## src/rtl/swerv_types_pkg.sv

```systemverilog
// Shared decode/trigger types.
//   trigger_pkt_t : legacy per-trigger packet consumed by the decode stage.
//   trig_cfg_t    : per-trigger configuration for dec_trigger_seq.
//   TRIG_CNT_W    : default hit-counter width.
//   rvmaskandmatch: NAPOT-style address compare. With masken set, every
//                   trailing-ones bit of mask (and only those) is a don't-care.
package swerv_types_pkg;

  localparam int unsigned TRIG_CNT_W = 8;

  typedef struct packed {
    logic        select;
    logic        match;
    logic        store;
    logic        load;
    logic        execute;
    logic        m;
    logic [31:0] tdata2;
  } trigger_pkt_t;

  typedef struct packed {
    logic                  select;
    logic                  execute;
    logic                  m;
    logic                  match;
    logic                  chain;
    logic [31:0]           tdata2;
    logic [TRIG_CNT_W-1:0] hit_lim;
  } trig_cfg_t;

  function automatic logic rvmaskandmatch(input logic [31:0] mask,
                                          input logic [31:0] data,
                                          input logic        masken);
    logic ones;
    logic ok;
    ones = 1'b1;
    ok   = 1'b1;
    for (int unsigned i = 0; i < 32; i++) begin
      ones = ones & mask[i];
      if (!((masken && ones) || (mask[i] == data[i]))) ok = 1'b0;
    end
    return ok;
  endfunction

endpackage

```

## src/rtl/dec_trigger_seq_if.sv

```systemverilog
// Trigger-sequencer bus between decode (master) and dec_trigger_seq (slave).
//   trig_cfg           : per-trigger configuration
//   cfg_wr_en          : per-trigger CSR write pulse
//   lane_valid/lane_pc : decode lanes, lane 0 oldest, PC[31:1]
//   dec_flush          : pipeline flush
//   lane_trigger_match : registered fire vector [lane][trigger]
//   trig_armed         : chain-arm state
interface dec_trigger_seq_if
  import swerv_types_pkg::*;
#(
  parameter int unsigned NUM_TRIG  = 4,
  parameter int unsigned NUM_LANES = 2
);
  trig_cfg_t [NUM_TRIG-1:0]               trig_cfg;
  logic      [NUM_TRIG-1:0]               cfg_wr_en;
  logic      [NUM_LANES-1:0]              lane_valid;
  logic      [NUM_LANES-1:0][30:0]        lane_pc;
  logic                                   dec_flush;
  logic      [NUM_LANES-1:0][NUM_TRIG-1:0] lane_trigger_match;
  logic      [NUM_TRIG-1:0]               trig_armed;

  modport master (
    output trig_cfg, cfg_wr_en, lane_valid, lane_pc, dec_flush,
    input  lane_trigger_match, trig_armed
  );

  modport slave (
    input  trig_cfg, cfg_wr_en, lane_valid, lane_pc, dec_flush,
    output lane_trigger_match, trig_armed
  );
endinterface

```

## src/rtl/dec_trig_cmp.sv

```systemverilog
// Raw match of one decode lane against one trigger.
//   valid, pc[30:0]           : lane valid / PC[31:1]
//   select, execute, m, match : trigger qualifiers (match=1 -> masked compare)
//   tdata2                    : compare value / mask
//   hit                       : raw match (no chaining or hit counting)
module dec_trig_cmp
  import swerv_types_pkg::*;
(
  input  logic        valid,
  input  logic [30:0] pc,
  input  logic        select,
  input  logic        execute,
  input  logic        m,
  input  logic        match,
  input  logic [31:0] tdata2,
  output logic        hit
);
  // Bit 0 of the compare value comes from tdata2 so it never causes a miss.
  assign hit = valid & execute & ~select & m &
               rvmaskandmatch(tdata2, {pc, tdata2[0]}, match);
endmodule

```

## src/rtl/dec_trigger_seq.sv

```systemverilog
// Decode-stage instruction-address trigger sequencer with chaining and
// optional hit counters.
//   clk, rst : clock, synchronous active-high reset
//   bus      : dec_trigger_seq_if.slave (config, lanes, flush, fire vector, arm state)
// Build option: RV_TRIGGER_HITCNT_EN adds per-trigger hit counters honouring
// hit_lim; without it every eligible cycle fires and hit_lim is ignored.
module dec_trigger_seq
  import swerv_types_pkg::*;
#(
  parameter int unsigned NUM_TRIG  = 4,
  parameter int unsigned NUM_LANES = 2,
  parameter int unsigned CNT_W     = TRIG_CNT_W
) (
  input logic              clk,
  input logic              rst,
  dec_trigger_seq_if.slave bus
);

  logic [NUM_LANES-1:0][NUM_TRIG-1:0] raw, elig, match_d, match_q;
  logic [NUM_TRIG-1:0] gated, chainer, elig_any, fire, fire_ok, arm_src;
  logic [NUM_TRIG-1:0] armed_d, armed_q;

  for (genvar l = 0; l < NUM_LANES; l++) begin : g_lane
    for (genvar t = 0; t < NUM_TRIG; t++) begin : g_trig
      dec_trig_cmp u_cmp (
        .valid   (bus.lane_valid[l]),
        .pc      (bus.lane_pc[l]),
        .select  (bus.trig_cfg[t].select),
        .execute (bus.trig_cfg[t].execute),
        .m       (bus.trig_cfg[t].m),
        .match   (bus.trig_cfg[t].match),
        .tdata2  (bus.trig_cfg[t].tdata2),
        .hit     (raw[l][t])
      );
    end
  end

  always_comb begin
    gated    = '0;
    chainer  = '0;
    elig     = '0;
    elig_any = '0;
    arm_src  = '0;
    fire     = '0;
    match_d  = '0;
    for (int unsigned t = 1; t < NUM_TRIG; t++) gated[t] = bus.trig_cfg[t-1].chain;
    // chain on the last trigger has nothing to arm, so it is ignored
    for (int unsigned t = 0; t + 1 < NUM_TRIG; t++) chainer[t] = bus.trig_cfg[t].chain;
    for (int unsigned t = 0; t < NUM_TRIG; t++) begin
      for (int unsigned l = 0; l < NUM_LANES; l++) begin
        elig[l][t]  = raw[l][t] & (~gated[t] | armed_q[t]) & ~chainer[t];
        elig_any[t] = elig_any[t] | elig[l][t];
        arm_src[t]  = arm_src[t] | (raw[l][t] & chainer[t]);
      end
      fire[t] = elig_any[t] & fire_ok[t];
      for (int unsigned l = 0; l < NUM_LANES; l++)
        match_d[l][t] = elig[l][t] & fire[t] & ~bus.dec_flush & ~bus.cfg_wr_en[t];
    end
    // Fire consumes the arm, a same-cycle arm wins, then flush/CSR writes
    // override everything.
    for (int unsigned t = 0; t < NUM_TRIG; t++)
      armed_d[t] = armed_q[t] & ~(fire[t] & gated[t]);
    for (int unsigned t = 1; t < NUM_TRIG; t++)
      armed_d[t] = armed_d[t] | arm_src[t-1];
    for (int unsigned t = 0; t < NUM_TRIG; t++)
      if (bus.dec_flush || bus.cfg_wr_en[t]) armed_d[t] = 1'b0;
    for (int unsigned t = 1; t < NUM_TRIG; t++)
      if (bus.cfg_wr_en[t-1]) armed_d[t] = 1'b0;
  end

`ifdef RV_TRIGGER_HITCNT_EN
  localparam int unsigned CMP_W = ((CNT_W > TRIG_CNT_W) ? CNT_W : TRIG_CNT_W) + 1;
  logic [NUM_TRIG-1:0][CNT_W-1:0] cnt_q;

  always_comb begin
    fire_ok = '0;
    for (int unsigned t = 0; t < NUM_TRIG; t++)
      fire_ok[t] = (bus.trig_cfg[t].hit_lim == '0) ||
                   ((CMP_W'(cnt_q[t]) + CMP_W'(1)) >= CMP_W'(bus.trig_cfg[t].hit_lim));
  end

  always_ff @(posedge clk) begin
    if (rst) begin
      cnt_q <= '0;
    end else begin
      for (int unsigned t = 0; t < NUM_TRIG; t++) begin
        if (bus.cfg_wr_en[t])
          cnt_q[t] <= '0;
        else if (!bus.dec_flush && elig_any[t] && (cnt_q[t] != '1))
          cnt_q[t] <= cnt_q[t] + CNT_W'(1);
      end
    end
  end
`else
  logic unused_hit_lim;
  assign fire_ok = '1;
  always_comb begin
    unused_hit_lim = 1'b0;
    for (int unsigned t = 0; t < NUM_TRIG; t++)
      unused_hit_lim = unused_hit_lim ^ (^bus.trig_cfg[t].hit_lim);
  end
`endif

  always_ff @(posedge clk) begin
    if (rst) begin
      armed_q <= '0;
      match_q <= '0;
    end else begin
      armed_q <= armed_d;
      match_q <= match_d;
    end
  end

  assign bus.lane_trigger_match = match_q;
  assign bus.trig_armed         = armed_q;

endmodule

```

## src/flat_wrapper.sv

```systemverilog
// flat-port wrapper written by rule: the top's interface ports become plain ports
module dec_trigger_seq_flat import swerv_types_pkg::*;
#(
  parameter int unsigned NUM_TRIG  = 4,
  parameter int unsigned NUM_LANES = 2,
  parameter int unsigned CNT_W     = TRIG_CNT_W
)
  (clk, rst, bus_trig_cfg, bus_cfg_wr_en, bus_lane_valid, bus_lane_pc, bus_dec_flush, bus_lane_trigger_match, bus_trig_armed);
  dec_trigger_seq_if #(.NUM_TRIG(NUM_TRIG), .NUM_LANES(NUM_LANES)) bus_i ();
  input logic clk;
  input logic rst;
  input wire logic [$bits(bus_i.trig_cfg)-1:0] bus_trig_cfg;
  input wire logic [$bits(bus_i.cfg_wr_en)-1:0] bus_cfg_wr_en;
  input wire logic [$bits(bus_i.lane_valid)-1:0] bus_lane_valid;
  input wire logic [$bits(bus_i.lane_pc)-1:0] bus_lane_pc;
  input wire logic [$bits(bus_i.dec_flush)-1:0] bus_dec_flush;
  output wire logic [$bits(bus_i.lane_trigger_match)-1:0] bus_lane_trigger_match;
  output wire logic [$bits(bus_i.trig_armed)-1:0] bus_trig_armed;
  assign bus_i.trig_cfg = bus_trig_cfg;
  assign bus_i.cfg_wr_en = bus_cfg_wr_en;
  assign bus_i.lane_valid = bus_lane_valid;
  assign bus_i.lane_pc = bus_lane_pc;
  assign bus_i.dec_flush = bus_dec_flush;
  assign bus_lane_trigger_match = bus_i.lane_trigger_match;
  assign bus_trig_armed = bus_i.trig_armed;
  dec_trigger_seq #(.NUM_TRIG(NUM_TRIG), .NUM_LANES(NUM_LANES), .CNT_W(CNT_W)) u_core (.clk(clk), .rst(rst), .bus(bus_i));
endmodule
```

## config.mk

```make
export PLATFORM = sky130hd
export DESIGN_NAME = dec_trigger_seq_flat
export DESIGN_NICKNAME = d
export VERILOG_FILES = /design/src/rtl/swerv_types_pkg.sv /design/src/rtl/dec_trigger_seq_if.sv /design/src/rtl/dec_trig_cmp.sv /design/src/rtl/dec_trigger_seq.sv /design/src/flat_wrapper.sv
export SDC_FILE = /design/constraint.sdc
export NUM_CORES = 1
export LEC_CHECK = 0
export ABC_AREA = 1
export ABC_CLOCK_PERIOD_IN_PS = 2700
export CAP_MARGIN = 40
export CORE_MARGIN = 4
export CORE_UTILIZATION = 45
export CTS_CLUSTER_DIAMETER = 100
export DETAILED_ROUTE_END_ITERATION = 7
export PLACE_DENSITY_LB_ADDON = 0.08
export SYNTH_ARGS = -nofsm -noshare
export SYNTH_HDL_FRONTEND = slang
export SYNTH_SLANG_ARGS = --single-unit
export TNS_END_PERCENT = 30
```

## constraint.sdc

```tcl
create_clock -name clk -period 2.7 [get_ports clk]
set_clock_uncertainty 0.05 [all_clocks]
set_input_delay 0.54 -clock clk [delete_from_list [all_inputs] [get_ports clk]]
set_output_delay 0.54 -clock clk [all_outputs]
set_load 0.01 [all_outputs]
```

# After elaboration in Yosys (flattened, before gate mapping)
# Cells that the tools add are included.
# W data, S select, Z words.
[op_classes]
eq_ne = 248
muxes = 248
n_bitwise = 232
n_reduce_logical = 378
[ops]
columns = ["operator", "count"]
rows = [
  ["$logic_or A1 B1 Y1", 251],
  ["$eq A1 B1 Y1", 248],
  ["$mux W1", 248],
  ["$and A1 B1 Y1", 204],
  ["$logic_and A1 B1 Y1", 124],
  ["$not A1 Y1", 15],
  ["$or A1 B1 Y1", 13],
  ["$reduce_or A3 Y1", 3],
]
[totals]
register_bits = 11
input_bits = 251
out_inout_bits = 12
word_cells = 1111

# Logic depth before layout (Yosys ltp)
# Gate-level depths: netlist (run 1).
[depth]
depth_word = 42
depth_mapped = 17
depth_no_buf = 17

# By module
# A second synthesis (run 1) with hierarchy kept.
[unflattened]
cells_unflattened = 1655
area_unflattened_um2 = 7362.1
[modules_own_cells]
columns = ["mod", "n_inst", "cells_per_inst", "area_per_inst_um2", "seq_area_each_um2"]
rows = [
  ["dec_trig_cmp", 8, 199, 864.6, 0.0],
  ["dec_trigger_seq", 1, 63, 445.4, 220.2],
]

# Worst setup path after synthesis (run 1)
# Ideal clock, no wire load.
[synth_path]
kind = "input to register"
from = "input bus_trig_cfg[145]"
to = "register u_core.armed_q[3], in the netlist u_core.bus.trig_armed[3]"
setup_time_ns = 0.114
t_arrival_ns = 1.903
required_ns = 2.536
path_slack_ns = 0.633
cell_stages = 15
path_buffers = 0
cell_sequence = "nand2_1 -> nor2_2 -> nand2_1 -> nor2_2 -> nand2_2 -> nor2_4 -> nand4_2 -> o21ai_0 -> inv_1 -> nor2_1 -> nand3_1 -> nand2_1 -> nand2_1 -> nand2_1 -> a21oi_2"
[synth_via]
elab_chain_len = 40
elab_cells_between_ends = 191
classes_between = "eq/ne: 2; mux: 60; bitwise: 39; reduce/logical: 90"
[synth_lines]
columns = ["item", "line_no", "source"]
rows = [
  ["from (decl)", "flat_wrapper.sv:12", "input wire logic [$bits(bus_i.trig_cfg)-1:0] bus_trig_cfg;"],
  ["$and A1 B1 Y1", "swerv_types_pkg.sv:39", "ones = ones & mask[i];"],
  ["$logic_and A1 B1 Y1 / $and A1 B1 Y1 (equally long branches)", "swerv_types_pkg.sv:40, swerv_types_pkg.sv:39", ""],
  ["$logic_or A1 B1 Y1 (tied with other cells)", "swerv_types_pkg.sv:40", "if (!((masken && ones) || (mask[i] == data[i]))) ok = 1'b0;"],
  ["$mux W1 (tied with other cells) (28 in series)", "swerv_types_pkg.sv:40", ""],
  ["$mux W1 / $logic_or A1 B1 Y1 (equally long branches)", "swerv_types_pkg.sv:40", ""],
  ["$mux W1", "swerv_types_pkg.sv:40", ""],
  ["$and A1 B1 Y1", "dec_trig_cmp.sv:19", "assign hit = valid & execute & ~select & m &"],
  ["$and A1 B1 Y1", "dec_trigger_seq.sv:51", "elig[l][t] = raw[l][t] & (~gated[t] | armed_q[t]) & ~chainer[t];"],
  ["$or A1 B1 Y1 *", "dec_trigger_seq.sv:52", "elig_any[t] = elig_any[t] | elig[l][t];"],
  ["$and A1 B1 Y1 *", "dec_trigger_seq.sv:62", "armed_d[t] = armed_q[t] & ~(fire[t] & gated[t]);"],
  ["$not A1 Y1 *", "dec_trigger_seq.sv:62", ""],
  ["$and A1 B1 Y1 *", "dec_trigger_seq.sv:62", ""],
  ["$or A1 B1 Y1 *", "dec_trigger_seq.sv:64", "armed_d[t] = armed_d[t] | arm_src[t-1];"],
  ["to (signal assigned)", "dec_trigger_seq.sv:109", "armed_q <= armed_d;"],
  ["to (decl)", "dec_trigger_seq.sv:21", "logic [NUM_TRIG-1:0] armed_d, armed_q;"],
]
# Every way passes the cells marked *; elsewhere a longest branch is shown, timed or not.
# A chain may end at the register's enable or synchronous reset.

# Worst setup path after layout (run 1)
[layout_path]
from = "input bus_trig_cfg[65]"
to = "register u_core.armed_q[1], in the netlist u_core.bus.trig_armed[1]"
[layout_via]
elab_chain_len = 31
elab_cells_between_ends = 133
classes_between = "eq/ne: 2; mux: 40; bitwise: 31; reduce/logical: 60"
[layout_lines]
columns = ["item", "line_no"]
rows = [
  ["$and A1 B1 Y1", "swerv_types_pkg.sv:39"],
  ["$logic_and A1 B1 Y1 / $and A1 B1 Y1 (equally long branches)", "swerv_types_pkg.sv:40, swerv_types_pkg.sv:39"],
  ["$logic_or A1 B1 Y1 (tied with other cells)", "swerv_types_pkg.sv:40"],
  ["$mux W1 (tied with other cells) (18 in series)", "swerv_types_pkg.sv:40"],
  ["$mux W1 / $logic_or A1 B1 Y1 (equally long branches)", "swerv_types_pkg.sv:40"],
  ["$mux W1", "swerv_types_pkg.sv:40"],
  ["$and A1 B1 Y1", "dec_trig_cmp.sv:19"],
  ["$and A1 B1 Y1 (2 in series)", "dec_trigger_seq.sv:51"],
  ["$or A1 B1 Y1 *", "dec_trigger_seq.sv:52"],
  ["$and A1 B1 Y1 *", "dec_trigger_seq.sv:62"],
  ["$not A1 Y1 *", "dec_trigger_seq.sv:62"],
  ["$and A1 B1 Y1 *", "dec_trigger_seq.sv:62"],
  ["$or A1 B1 Y1 *", "dec_trigger_seq.sv:64"],
]
# Marked as above.

==> flow_metrics.env, run 1 <==
export IMPL_yosysSeqAreaShare_pct=3.395
export IMPL_cts_hold_fix_buffers=0
export IMPL_total_power_mw=2.030
export IMPL_grt_pass1_vias=9857
export IMPL_area_growth_pct=74.48
export IMPL_cts_root_buf="clkbuf_16"
export IMPL_post_route_drc_count=0
export IMPL_syn_area_um2=6486
export IMPL_grt_pass1_wl_um=50310
export IMPL_dp_slack_ns=-0.3209
export IMPL_die_w_um=128.1
export IMPL_finalSetupViolCount=1
export IMPL_path_class="in2reg"
export IMPL_hold_viol=0
export IMPL_crit_start="bus_trig_cfg[65]"
export IMPL_finish_net_count=2046
export IMPL_grt_max_degree=12
export IMPL_violations="setup timing"
export IMPL_grt_overflow_total=0
export IMPL_synthCells=1337
export IMPL_htreeDepth=1
export IMPL_slew_violations=0
export IMPL_fin_area_um2=11320
export IMPL_worst_slack_ns=-0.01537
export IMPL_yosys_top_cells_area="nand2_1 24%, nor2_1 13%, inv_1 12%, xor2_1 11%, o21ai_0 8.3%"
export IMPL_yosys_area_top_type="nand2_1"
export IMPL_synth_top_area_share_pct=23.67
export IMPL_gp_congestion=1.034
export IMPL_required_ns=2.78
export IMPL_fin_util_pct=80.90
export IMPL_finalSetupTns_ns=-0.01537
export IMPL_synth_main_ff_cell="dfxtp_1"
export IMPL_cp_end_kind="flop"
export IMPL_period_share_pct=100.6
export IMPL_start_util_pct=46.37
export IMPL_p_leak_nw=6.133
export IMPL_gr_usage_all_layers_pct=39.33
export IMPL_chipHeight_um=128.1
export IMPL_clk_latency_ns=0.24
export IMPL_via_count=11000
export IMPL_synth_fp_nets=1588
export IMPL_cts_tree="yes"
export IMPL_ios=263
export IMPL_routedWlPerCell_um=18.42
export IMPL_port_buffers=228
export IMPL_arrival_ns=2.80
export IMPL_clock_sinks=11
export IMPL_async_flop_share_pct=0
export IMPL_synth_edf_count=0
export IMPL_ff2ff_setup_slack_ns=0.82
export IMPL_yosysWarnings=0
export IMPL_r2r_cells=15
export IMPL_drt_iter0_markers=1501
export IMPL_vias_per_cell=5.574
export IMPL_dpl_cell_area_um2=10590
export IMPL_first_pass_iters=6
export IMPL_r2r_end="u_core.bus.trig_armed[3]"
export IMPL_r2r_start="u_core.bus.trig_armed[3]"
export IMPL_die_area_um2=16400
export IMPL_fmax_mhz=368.3
export IMPL_cts_buffers=3
export IMPL_diodes=0
export IMPL_final_min_clock_period_ns=2.715
export IMPL_avgSynthCellArea_um2=4.851
export IMPL_drive_above_1_share_pct=21.13
export IMPL_crit_path_start_kind="primary input"
export IMPL_yosysMostFrequentCell="nand2_1"
export IMPL_powerDensity_nw_per_um2=179.4
export IMPL_drtAntennaViolNets=0
export IMPL_cts_buffer_depth=2
export IMPL_rows=43
export IMPL_drt_total_wl_um=36360
export IMPL_yosys_cell_types_count=43
export IMPL_synth_seq_cells=11
export IMPL_ir_drop_v=0.0001696
export IMPL_cap_viol_max_count=0
export IMPL_dp_hpwl_um=29530
export IMPL_coreArea_um2=13990
export IMPL_crit_fanout=6
export IMPL_antenna_found_initial=0
export IMPL_status="finished with violations"
export IMPL_whs_ns=0.4308
export IMPL_fin_cells=1974
export IMPL_synth_common_cells="409 x nand2_1, 223 x nor2_1, 205 x inv_1"
export IMPL_crit_end="u_core.bus.trig_armed[1]"
export IMPL_min_path_type="reg2reg"
export IMPL_clk_pin_slew_ns=0.05
export IMPL_place_inst=1950
[timing repair]
item / CTS / global route
pin swaps: 5 / 80
cloned: 0 / 2
gates resized for setup: 16 / 165
endpoints found under the setup margin: 3 / 10
buffers inserted: 0 / 18
[state kept, by name, indices dropped and copies added (netlist names)]
name	count
u_core.bus.lane_trigger_match	8
u_core.bus.trig_armed	3
[worst max-delay path, cell delays in order]
cell and delay (ns):
clkdlybuf4s50_1 0.53, nand2_2 0.11, nor2_4 0.12, nand2_4 0.08, nor2_4 0.15, nand4_1 0.19
nor2_2 0.22, nand3_2 0.10, nand2_1 0.07, inv_1 0.05, nor2_1 0.11, nand4_1 0.16
nand2_2 0.13, nand2_1 0.07, nand2_2 0.08, a21oi_2 0.06
[logic make-up (layout without fill, tap and decap cells)]
| kind of cell | Yosys count | in the layout | synth area share, % |
|---|---|---|---|
| buffers and inverters | 224 | 679 | 13.14 |
| other | 1 | 1 | 0.05781 |
| XOR/XNOR | 105 | 105 | 14.18 |
| AND/OR/NAND/NOR | 823 | 825 | 54.30 |
| AO/OA/AOI/OAI | 173 | 173 | 14.93 |
| flip-flops | 11 | 11 | 3.395 |
[cell type report]
type | instances | area (um^2)
fill | 1017 | 2671
inverter | 206 | 775.7
tap | 180 | 225.2
timing repair buffer | 469 | 4232
sequential | 11 | 220.2
clock buffer | 4 | 78.83
multi-input combinational | 1104 | 5786
[metal layers]
| metal | GRT usage [%] | vias to the layer above | share of wire, % |
|---|---|---|---|
| met5 | 0 | - | 0 |
| met4 | 13.30 | 0 | 5.0 |
| met3 | 7.333 | 167 | 14 |
| met2 | 64.39 | 870 | 44 |
| met1 | 51.87 | 4818 | 37 |
| li1 | - | 5148 | - |
[power breakdown]
group          total [mW]  internal (mW)  leakage, nW    switching (mW)
clock network       0.283          0.199       0.0382            0.0840
logic                1.58          0.748         6.01             0.836
registers           0.163          0.163       0.0885  0.00000000000624
total                2.03           1.11         6.13             0.920
[cells in the final DEF (no fill, tap or decap), types with 3 or more instances in the layout]
cell             count
dlymetal6s2s_1      55
xnor2_1             24
o211ai_1            12
clkbuf_16            3
nor2_4              22
o21ai_2              7
nor3_1               7
a21oi_1             19
o21ai_0             94
xor2_1              81
dfxtp_1             11
nand3b_1             3
nor2_1             194
nand2_1            377
inv_1              196
nand4_1             31
nand3_1             96
a21oi_2              4
or2_2                6
nor2_2              27
buf_4              240
nand2_4              3
o2111ai_1            3
o22ai_1              6
o21ai_1             16
inv_2                9
clkdlybuf4s50_1    172
nand2_2             35
nand3_2             13
[how the worst min path moves through the flow]
stage                                   startpoint                  endpoint  slack [ns]  cells past startpoint
final                     u_core.bus.trig_armed[3]  u_core.bus.trig_armed[3]        0.43                      2
after CTS                 u_core.bus.trig_armed[3]  u_core.bus.trig_armed[3]        0.43                      2
after floorplan           u_core.bus.trig_armed[2]  u_core.bus.trig_armed[2]        0.44                      2
after global routing      u_core.bus.trig_armed[3]  u_core.bus.trig_armed[3]        0.47                      2
after detailed placement  u_core.bus.trig_armed[2]  u_core.bus.trig_armed[2]        0.42                      2
after global placement    u_core.bus.trig_armed[2]  u_core.bus.trig_armed[2]        0.42                      2
(Power assumes the default switching activity.)
==> inputs of run 2 (changes only) <==
--- a/config.mk
+++ b/config.mk
@@ -10,9 +10,11 @@
 export CAP_MARGIN = 40
 export CORE_MARGIN = 4
 export CORE_UTILIZATION = 45
+export CTS_BUF_LIST = sky130_fd_sc_hd__clkbuf_8
 export CTS_CLUSTER_DIAMETER = 100
 export DETAILED_ROUTE_END_ITERATION = 7
-export PLACE_DENSITY_LB_ADDON = 0.08
+export PLACE_DENSITY_LB_ADDON = 0.25
+export SKIP_CTS_REPAIR_TIMING = 1
 export SYNTH_ARGS = -nofsm -noshare
 export SYNTH_HDL_FRONTEND = slang
 export SYNTH_SLANG_ARGS = --single-unit
==> flow_metrics.env, run 2 (synthesis gave the netlist of run 1 again) <==
export IMPL_grt_overflow_total=0
export IMPL_final_common_cell="nand2_1"
export IMPL_period_share_pct=99.43
export IMPL_cp_end_kind="flop"
export IMPL_powerDensity_nw_per_um2=171.7
export IMPL_clock_sinks=11
export IMPL_clk_latency_ns=0.25
export IMPL_die_w_um=128.1
export IMPL_finalSetupTns_ns=0
export IMPL_fin_util_pct=79.59
export IMPL_first_pass_iters=7
export IMPL_vias_per_cell=5.592
export IMPL_cts_tree="yes"
export IMPL_antenna_found_initial=1
export IMPL_hold_viol=0
export IMPL_min_path_type="reg2reg"
export IMPL_drt_total_wl_um=35680
export IMPL_chipHeight_um=128.1
export IMPL_area_growth_pct=71.64
export IMPL_finish_net_count=2040
export IMPL_final_min_clock_period_ns=2.685
export IMPL_coreArea_um2=13990
export IMPL_grt_pass1_wl_um=51270
export IMPL_dp_hpwl_um=30270
export IMPL_clk_pin_slew_ns=0.06
export IMPL_cap_viol_max_count=0
export IMPL_cts_buffers=3
export IMPL_die_area_um2=16400
export IMPL_start_util_pct=46.37
export IMPL_gr_usage_all_layers_pct=40.10
export IMPL_fin_area_um2=11130
export IMPL_gp_congestion=1.057
export IMPL_worst_slack_ns=0.01526
export IMPL_layout_common_cells="388 x nand2_1, 235 x buf_4, 199 x inv_1, 197 x clkdlybuf4s50_1, 194 x nor2_1"
export IMPL_grt_max_degree=12
export IMPL_drt_iter0_markers=1398
export IMPL_cts_root_buf="clkbuf_8"
export IMPL_multi_input_area_um2=5718
export IMPL_crit_fanout=6
export IMPL_p_leak_nw=5.866
export IMPL_via_count=11010
export IMPL_ios=263
export IMPL_slew_violations=0
export IMPL_required_ns=2.83
export IMPL_regArea_um2=220.2
export IMPL_post_route_drc_count=0
export IMPL_status="complete, no violations"
export IMPL_routedWlPerCell_um=18.12
export IMPL_htreeDepth=1
export IMPL_rows=43
export IMPL_arrival_ns=2.82
export IMPL_dpl_cell_area_um2=10640
export IMPL_drtAntennaViolNets=0
export IMPL_path_class="in2reg"
export IMPL_cts_buffer_depth=2
export IMPL_fmax_mhz=372.5
export IMPL_port_buffers=228
export IMPL_drive_above_1_share_pct=20.13
export IMPL_largest_register_ffs=8
export IMPL_finalSetupViolCount=0
export IMPL_fill_cells=1072
export IMPL_whs_ns=0.4417
export IMPL_grt_pass1_vias=10190
export IMPL_dp_slack_ns=-0.2885
export IMPL_ir_drop_v=0.0001115
export IMPL_crit_path_start_kind="primary input"
==> run 2: cell types whose count changed in the layout (fill, tap and decap cells not counted), moves of 5 or more <==
cell             previous run  this run
nand2_1                   377       388
clkdlybuf4s50_1           172       197
buf_4                     240       235
dlymetal6s2s_1             55        31
nand2_2                    35        24
==> run 2: per-stage QoR <==
step | std cells | total power [mW]
after floorplan | 1337 | 0.7555
after global placement | 1955 | 1.620
after detailed placement | 1955 | 1.644
after CTS | 1959 | 1.829
after global routing | 1969 | 2.030
final | 1969 | 1.912
==> run 2: final cells by class <==
type | instances | share of cell area [%]
Clock buffer | 3 | 0.3709
Timing Repair Buffer | 464 | 37.22
Inverter | 206 | 6.990
Tap cell | 180 | 2.023
Clock inverter | 1 | 0.03372
Antenna cell | 1 | 0.02248
Sequential cell | 11 | 1.978
Multi-Input combinational cell | 1103 | 51.36
==> run 2: routing by layer <==
layer	vias up	part of all wire [%]	global-route usage, %
li1	5131	-	-
met1	4868	37	51.45
met2	852	45	65.65
met3	160	14	6.708
met4	0	5.1	18.23
met5	-	0	0
==> run 2: path summary, 6_finish.rpt <==
| check | from | endpoint | slack, ns | cells after the start |
|---|---|---|---|---|
| setup / recovery | bus_trig_cfg[65] | u_core.bus.trig_armed[2] | 0.02 | 15 |
| hold / removal | u_core.bus.trig_armed[3] | u_core.bus.trig_armed[3] | 0.44 | 2 |
| hold reg to reg | u_core.bus.trig_armed[3] | u_core.bus.trig_armed[3] | 0.44 | 2 |
| setup reg to reg | u_core.bus.trig_armed[3] | u_core.bus.trig_armed[3] | 0.87 | 13 |
==> run 2: where the power goes <==
group             switching, mW  internal [mW]
Sequential     0.00000000000605          0.162
Clock                    0.0772          0.101
Combinational             0.822          0.750
Total                     0.899           1.01
==> run 2: worst max-delay path, stage by stage <==
cell and delay [ns]:
clkdlybuf4s50_1 0.50, nand2_2 0.08, nor2_2 0.13, nand2_2 0.09, nor2_4 0.20, nand4_1 0.24, nor2_2 0.23, nand3_2 0.09
nand2_1 0.08, inv_1 0.05, nor2_1 0.08, nand4_1 0.13, nand2_2 0.13, nand2_1 0.09, a21oi_2 0.15
